### src/rtl/gray_codec_pipe.sv
// Registered Gray-code codec: bin->gray, gray->bin, gray increment/decrement,
// behind a single valid/ready register stage (one word per cycle, 1-cycle latency).
module gray_codec_pipe #(
  parameter int WIDTH = 4
) (
  input  logic             clk,
  input  logic             rst_n,
  input  logic             in_valid,
  output logic             in_ready,
  input  logic [1:0]       in_mode,
  input  logic [WIDTH-1:0] in_data,
  output logic             out_valid,
  input  logic             out_ready,
  output logic [WIDTH-1:0] out_data,
  output logic [1:0]       out_mode,
  output logic             out_wrap
);

  typedef enum logic [1:0] {
    MODE_B2G = 2'b00,
    MODE_G2B = 2'b01,
    MODE_INC = 2'b10,
    MODE_DEC = 2'b11
  } mode_e;

  localparam logic [WIDTH-1:0] ONE = {{(WIDTH-1){1'b0}}, 1'b1};

  function automatic logic [WIDTH-1:0] bin2gray(input logic [WIDTH-1:0] b);
    logic [WIDTH-1:0] g;
    g[WIDTH-1] = b[WIDTH-1];
    for (int i = WIDTH-2; i >= 0; i--) begin
      g[i] = b[i] ^ b[i+1];
    end
    return g;
  endfunction

  // Prefix XOR from the MSB; linear depth is acceptable up to 32 bits.
  function automatic logic [WIDTH-1:0] gray2bin(input logic [WIDTH-1:0] g);
    logic [WIDTH-1:0] b;
    b[WIDTH-1] = g[WIDTH-1];
    for (int i = WIDTH-2; i >= 0; i--) begin
      b[i] = b[i+1] ^ g[i];
    end
    return b;
  endfunction

  mode_e            w_mode;
  logic [WIDTH-1:0] w_bin;
  logic [WIDTH-1:0] w_step;
  logic [WIDTH-1:0] w_result;
  logic             w_wrap;
  logic             w_in_fire;
  logic             w_out_fire;

  logic             r_valid;
  logic [WIDTH-1:0] r_data;
  logic [1:0]       r_mode;
  logic             r_wrap;

  always_comb begin
    w_mode   = mode_e'(in_mode);
    w_bin    = gray2bin(in_data);
    w_step   = w_bin;
    w_result = '0;
    w_wrap   = 1'b0;
    case (w_mode)
      MODE_B2G: w_result = bin2gray(in_data);
      MODE_G2B: w_result = w_bin;
      MODE_INC: begin
        w_step   = w_bin + ONE;
        w_result = bin2gray(w_step);
        w_wrap   = &w_bin;
      end
      MODE_DEC: begin
        w_step   = w_bin - ONE;
        w_result = bin2gray(w_step);
        w_wrap   = ~|w_bin;
      end
      default: w_result = '0;
    endcase
  end

  assign in_ready   = !r_valid || out_ready;
  assign w_in_fire  = in_valid && in_ready;
  assign w_out_fire = r_valid && out_ready;

  // A new input always wins over draining, so simultaneous in/out keeps valid high.
  always_ff @(posedge clk or negedge rst_n) begin
    if (!rst_n) begin
      r_valid <= 1'b0;
      r_data  <= '0;
      r_mode  <= 2'b00;
      r_wrap  <= 1'b0;
    end else if (w_in_fire) begin
      r_valid <= 1'b1;
      r_data  <= w_result;
      r_mode  <= in_mode;
      r_wrap  <= w_wrap;
    end else if (w_out_fire) begin
      r_valid <= 1'b0;
    end
  end

  assign out_valid = r_valid;
  assign out_data  = r_data;
  assign out_mode  = r_mode;
  assign out_wrap  = r_wrap;

endmodule

### config.mk
export PLATFORM = sky130hd
export DESIGN_NAME = gray_codec_pipe
export DESIGN_NICKNAME = d
export VERILOG_FILES = /design/src/rtl/gray_codec_pipe.sv
export SDC_FILE = /design/constraint.sdc
export NUM_CORES = 1
export LEC_CHECK = 0
export CELL_PAD_IN_SITES_DETAIL_PLACEMENT = 1
export CELL_PAD_IN_SITES_GLOBAL_PLACEMENT = 2
export CORE_MARGIN = 3
export CORE_UTILIZATION = 27
export CTS_CLUSTER_DIAMETER = 100
export DETAILED_ROUTE_END_ITERATION = 10
export GPL_TIMING_DRIVEN = 1
export PLACE_DENSITY = 0.82
export SLEW_MARGIN = 15
export SYNTH_ARGS = -nofsm -noshare
export SYNTH_HDL_FRONTEND = slang
export SYNTH_SLANG_ARGS = --single-unit
### constraint.sdc
create_clock -name clk -period 2.84 [get_ports clk]
set_input_delay 0.568 -clock clk [delete_from_list [all_inputs] [get_ports clk]]
set_output_delay 0.568 -clock clk [all_outputs]
set_load 0.02 [all_outputs]
==> key figures, run 1 <==
Pwr
  – Power per cell area: ~450 nW/µm²
  – Leakage: 0.338 nW
  – Overall Power: 0.386 mW
  – Max VDD drop: 220 µV

Global route
  – Vias in the first global route: 523
  – Largest net degree at the start of global routing: 13
  – Antenna violations before repair: 0
  – First-pass GRT wire length: 2500 µm
  – Gr usage total: 12.0%
  – Gr ovfl total: 0

STA
  – Final max-slew violation count: 0
  – Final min period: about 2.4 ns
  – RSZ-0062 raised after global routing: no
  – Final worst-path cycle share: 84.3%
  – Final setup skew: 0.00615 ns
  – Slew margin rel.: 69.2%
  – Hold WS: roughly 0.47 ns
  – Final setup vio count: 0
  – Final TNS setup: 0 ns
  – Hold Fails Final Rpt: 0
  – Tightest Pin Transition: 0.460 ns
  – Fmax: 418 MHz

Layout
  – Storage element area: 200 µm²
  – Nets: 106
  – Final Core Density: around two fifths
  – P&R area growth vs syn: 34.4%
  – Share of cells above drive strength 1: between 10% and 20%
  – # fillers: approximately 250
  – Multi-input gate area: between 300 and 400 µm²
  – ANT cells: 0

Worst setup path
  – Critical path class: input pin to primary output
  – CP bufs+invs: 2
  – Delay-heaviest family, CP: buffers and inverters
  – WP depth: 3
  – CP Launch Type: input pin
  – Reg-to-reg critical path endpoint: out_mode[0]
  – Critical path arrival: 1.83 ns
  – CP most frequent cell: clkdlybuf4s50_1
  – Critical Path Start: out_ready
  – CP max stage delay: 0.63 ns
  – FF-to-FF Start: out_valid
  – Worst endpoint required time: 2.27 ns
  – Worst r2r path cells: 3
  – CP cell instances: clkdlybuf4s50_1 > nand2b_1 > clkdlybuf4s50_1
  – Crit-path slowest cell: clkdlybuf4s50_1
  – Critical path fanouts, max: 5
  – Flop-to-flop setup slack: between 1.5 and 2 ns
  – CP endpoint kind: primary output

Synthesis
  – Adder-cell share of the synthesized area: a little under 2%
  – Top FF cell, synth: dfrtp_1
  – Post-synth net total: 86
  – YS warnings: 0
  – Synth area leaders: dfrtp_1 (32%), o21ai_0 (6.3%), nand2_1 (5.3%), xnor2_1 (4.2%), a21oi_1 (3.2%)
  – Largest family of logic cells by synthesized area: compound AO/OA/AOI/OAI gates
  – Syn Inst Count: 75
  – Syn Area/Cell: 8.44 µm²
  – Synth Area in Compound Gates: 25.7%
  – Count leader, synth: nand2_1
  – Post-synth top area share: 31.6%
  – Async SR Flop Fraction: 100%
  – Unique masters post-synth: 33
  – Mux cell area share after synthesis: 1.78%
  – Most frequent cells after synthesis: nand2_1 (9), dfrtp_1 (8), o21ai_0 (8)
  – Synthesized area: 633 µm²
  – Cell taking the most area after synthesis: dfrtp_1
  – Yosys reg bits: 8
  – Post-Synth Simple-Gate Area: around 20%
  – Post-synth EDFFs: 0
  – Register area share after synthesis: 31.6%
  – Xor and xnor area share after synthesis: 9.49%

Placement
  – GP Congestion: 0.825
  – Port buffer count: 18
  – Post-DP HPWL: 1250 µm

Clock tree
  – Post-CTS resize count: 0
  – Hold_buf cts: 0
  – Max clock buf depth: 2
  – Clock net sink count: 8
  – H-tree Lvls: 1
  – Clk_lat worst skew: 0.26 ns
  – CTS buffer count: 3
  – Setup Fix Bufs, Post-CTS: 0
  – Register clock-pin slew on the reported worst setup and hold paths: ~0.050 ns
  – Root Buffer: clkbuf_4
  – CTS tree: yes

Hold path
  – Hold_sp: out_mode[1]
  – Min-delay worst type: flip-flop to flip-flop
  – Worst Hold Depth: 2
  – Worst hold endpoint: out_mode[1]

Die
  – DIE HEIGHT: 54.4 µm
  – Io pins: 19
  – Die ar.: roughly 3000 µm²
  – DIE WIDTH: 54.4 µm
  – Cell Rows: 16
  – Core area: 2080 µm²
  – Initial Util: 30.4%

Outcome
  – Outcome: complete, no violations

Routing
  – Routed len/inst: 13.0 µm
  – DRC viols: 0
  – 1st-pass router iterations: 4
  – Initial DRC Count: 4
  – Vias: roughly 600
  – Post-route ant nets: 0
  – Vias per Instance: 5.13
  – Post-Route WL: 1560 µm

Run
  – Max-Cap Viols: 0
-- tightest hold or removal path, stage by stage, from the launching register on --
cell and delay, ns:
dfrtp_1 0.33, nand2_1 0.05, nand2_1 0.05
-- cell type report --
type,count,area share [%]
Clock buffer,3,2.65
Multi-Input combinational cell,58,44.3
Inverter,2,0.882
Timing Repair Buffer,22,24.7
Tap cell,27,3.97
Sequential cell,8,23.5
-- kinds of logic after synthesis --
kind of cell             Yosys count
multiplexers                       1
AND/OR/NAND/NOR                   25
AO/OA/AOI/OAI                     25
adder cells (fa/ha/maj)            1
flip-flops                         8
buffers and inverters              9
XOR/XNOR                           6
-- per-layer routing --
| layer | vias to the layer above | part of all wire [%] | global-route usage, % | wire, µm |
|---|---|---|---|---|
| li1 | 303 | - | - | - |
| met1 | 296 | 46 | 15.4 | 714 |
| met2 | 12 | 49 | 18.7 | 767 |
| met3 | 4 | 3.7 | 3.27 | 58 |
| met4 | 0 | 1.5 | 4.98 | 23 |
| met5 | - | 0 | 0 | 0 |
-- where the power goes --
part           total [mW]  switching (mW)  internal [mW]
registers           0.138         0.00784          0.130
clock network      0.0881          0.0397         0.0484
logic               0.160          0.0826         0.0779
total               0.386           0.130          0.256
-- how the worst max path moves through the flow --
| stage | slack, ns | endpoint |
|---|---|---|
| floorplan | 0.64 | out_data[3] |
| global placement | 0.25 | out_data[2] |
| detailed placement | 0.17 | out_data[3] |
| CTS | 0.43 | in_ready |
| global route | 0.34 | out_data[3] |
| finish | 0.45 | in_ready |
-- through the flow --
step | cell area, µm² | worst slack (ns) | cells
CTS | 851 | 0.435 | 120
detailed placement | 828 | 0.173 | 117
global route | 851 | 0.343 | 120
finish | 851 | 0.447 | 120
floorplan | 633 | 0.641 | 75
global placement | 828 | 0.250 | 117
-- layout by cell type (no fill, tap or decap), types with 3 or more instances in the layout --
cell and instances:
dfrtp_1 8, a21oi_1 4, buf_4 4, nand3_1 3, clkdlybuf4s50_1 18, nand2_1 9, nor2_1 5, clkbuf_4 3
o21ai_0 8, xnor2_1 3
-- registers in the layout, summed over array words and instances (netlist names) --
| signal | flops |
|---|---|
| out_data | 4 |
| out_mode | 2 |
| out_valid | 1 |
| out_wrap | 1 |
No activity file was read; power rests on OpenSTA's default activity.
==> run 2, diff against run 1 <==
Settings changed: CORE_UTILIZATION 27 to 23, PLACE_DENSITY 0.82 to 0.75.
Clock period 2.84 ns to 1.95 ns, I/O delays scaled along.
==> run 2 against run 1 <==
Sequential power is 46% higher. Register-to-register slack worse by 0.83 ns. Utilization is 4.3 points lower. Wire length is 7.3% higher. Count of clock-buffer cells in the layout stayed put. Cell count is 9.2% higher. Final area is 9.4% higher. Critical endpoint is now out_data[3].
==> key figures, run 2 (synthesis results as in run 1) <==
STA
  – Final min period: 1.81 ns
  – Post-route setup slack: 0.144 ns
  – Slew margin rel.: 73.8%
  – Final setup vio count: 0
  – Final setup skew: ~0.0030 ns
  – Fmax: between 500 and 600 MHz
  – Final max-slew violation count: 0
  – Hold WS: about 0.43 ns
  – RSZ-0062 raised after global routing: no
  – Final worst-path cycle share: 92.6%
  – Tightest Pin Transition: 0.388 ns
  – Hold Fails Final Rpt: 0

Layout
  – Commonest non-fill, non-tap cell in the layout: clkdlybuf4s50_1
  – P&R area growth vs syn: 47.0%
  – Top library cells by usage in the layout, fill and taps aside: clkdlybuf4s50_1 (15), buf_4 (12), nand2_1 (9)
  – Finished Layout Cells: between 100 and 150
  – Nets: 114
  – Max FFs per register: 4
  – Share of cells above drive strength 1: a little under a quarter
  – ANT cells: 0
  – Final instance area: 931 µm²

Die
  – Core area: 2540 µm²
  – Io pins: 19
  – DIE WIDTH: between 50 and 60 µm
  – Initial Util: 24.9%
  – Cell Rows: 18
  – DIE HEIGHT: between 50 and 60 µm
  – Die ar.: about 3400 µm²

Clock tree
  – CTS buffer count: 3
  – CTS tree: yes
  – Register clock-pin slew on the reported worst setup and hold paths: 0.05 ns
  – Max clock buf depth: 2
  – Root Buffer: clkbuf_4
  – Clock net sink count: 8
  – Clk_lat worst skew: 0.25 ns
  – H-tree Lvls: 1
  – Hold_buf cts: 0

Routing
  – Routed len/inst: around 13 µm
  – Vias: 632
  – Post-Route WL: 1680 µm
  – Post-route ant nets: 0
  – 1st-pass router iterations: 3
  – Initial DRC Count: 4
  – Vias per Instance: 4.82
  – DRC viols: 0

Worst setup path
  – CP max stage delay: around 0.48 ns
  – Worst r2r path cells: 6
  – Critical Path Start: in_data[1]
  – Critical path class: input pin to flip-flop
  – CP cell instances: clkdlybuf4s50_1 > inv_1 > ha_4 > xor2_2 > nor3b_2 > o21ai_1 > a211oi_2
  – Crit-path slowest cell: clkdlybuf4s50_1
  – Worst endpoint required time: 2.11 ns
  – CP endpoint kind: flip-flop
  – Critical path arrival: 1.97 ns
  – CP Launch Type: input pin
  – Critical path fanouts, max: 4
  – FF-to-FF Start: out_valid

Placement
  – GP Congestion: 0.820
  – Port buffer count: 18
  – Post-DP HPWL: 1370 µm
  – Cells after DPL: 128
  – Dpl ws: -0.447 ns
  – Area after DPL: around 900 µm²

Outcome
  – Outcome: complete, no violations

Pwr
  – Max VDD drop: 278 µV
  – Clock power share: 21.3%
  – Pint: approximately 0.39 mW
  – Sw frac: around a third
  – Leakage: between 0.3 and 0.4 nW
  – Combinational share of power: 44.0%
  – Power per cell area: 626 nW/µm²
  – P_sw: just under 0.2 mW
  – Sequential Power Share: 34.7%

Run
  – Max-Cap Viols: 0

Global route
  – Antenna violations before repair: 0
  – Largest net degree at the start of global routing: 10
  – First-pass GRT wire length: 2840 µm
  – Gr ovfl total: 0
  – Vias in the first global route: 641
  – Gr usage total: 10.8%

Hold path
  – Min-delay worst type: input pin to asynchronous set/reset pin
[run 2: cell types whose count changed in the layout (fill, tap and decap cells not counted), sizes merged]
cell	delta
clkdlybuf4s50	-3
dlygate4sd2	+3
buf	+8
[run 2: critical path: cells and delay by family]
kind                       cells  cell delay (ns)
buffers and inverters          2             0.57
and+or+nand+nor                1             0.27
xor gates and xnor gates       1             0.18
AOI/OAI and AO/OA              2             0.31
adders and majority gates      1             0.24
[run 2: path summary, 6_finish.rpt]
check / endpoint / slack (ns)
setup reg to reg: out_data[3] / 0.77
max in group asynchronous: out_data[2] / 1.25
setup / recovery: out_data[3] / 0.14
min in group clk: out_data[0] / 0.48
hold reg to reg: out_data[0] / 0.48
hold / removal: out_wrap / 0.43
[run 2: routing by layer]
| layer | wire length, µm | global-route usage (%) | vias up |
|---|---|---|---|
| li1 | - | - | 319 |
| met1 | 740 | 12.7 | 296 |
| met2 | 835 | 19.5 | 15 |
| met3 | 88 | 1.32 | 2 |
| met4 | 13 | 4.97 | 0 |
| met5 | 0 | 0 | - |
[run 2: metrics by stage]
stage	TNS [ns]	util [%]	power, mW
after floorplan	0	-	0.353
after global placement	-1.49	35.3	0.453
after CTS	0	36.6	0.597
after global routing	0	36.6	0.626
final	0	36.6	0.583
after detailed placement	-1.85	35.3	0.462
[run 2: layout make-up]
type	instances	area, µm²
Clock buffer	3	22.5
Fill cell	304	1610
Inverter	2	7.51
Multi-Input combinational cell	58	397
Sequential cell	8	200
Tap cell	30	37.5
Timing Repair Buffer	30	267
[run 2: power groups by stage]
| stage | sequential [mW] | combinational (mW) | clock (mW) |
|---|---|---|---|
| floorplan | 0.233 | 0.120 | 0 |
| global placement | 0.204 | 0.250 | 0 |
| detailed placement | 0.206 | 0.256 | 0 |
| CTS | 0.203 | 0.260 | 0.133 |
| global route | 0.206 | 0.282 | 0.138 |
| finish | 0.202 | 0.256 | 0.124 |
[run 2: repair_timing]
| action | 4_1_cts | 5_1_grt |
|---|---|---|
| buffers inserted | 0 | 0 |
| gates resized for setup | 5 | 0 |
| setup endpoints to repair | 5 | 0 |
| endpoints found under the hold margin | 0 | 0 |
==> run 3, diff against run 2 <==
Settings changed: CAP_MARGIN set to 10, CTS_CLUSTER_DIAMETER 100 to unset, TNS_END_PERCENT set to 20.
==> results of run 3 <==
Same layout as run 2: the final DEF is identical, and so are final timing and power.
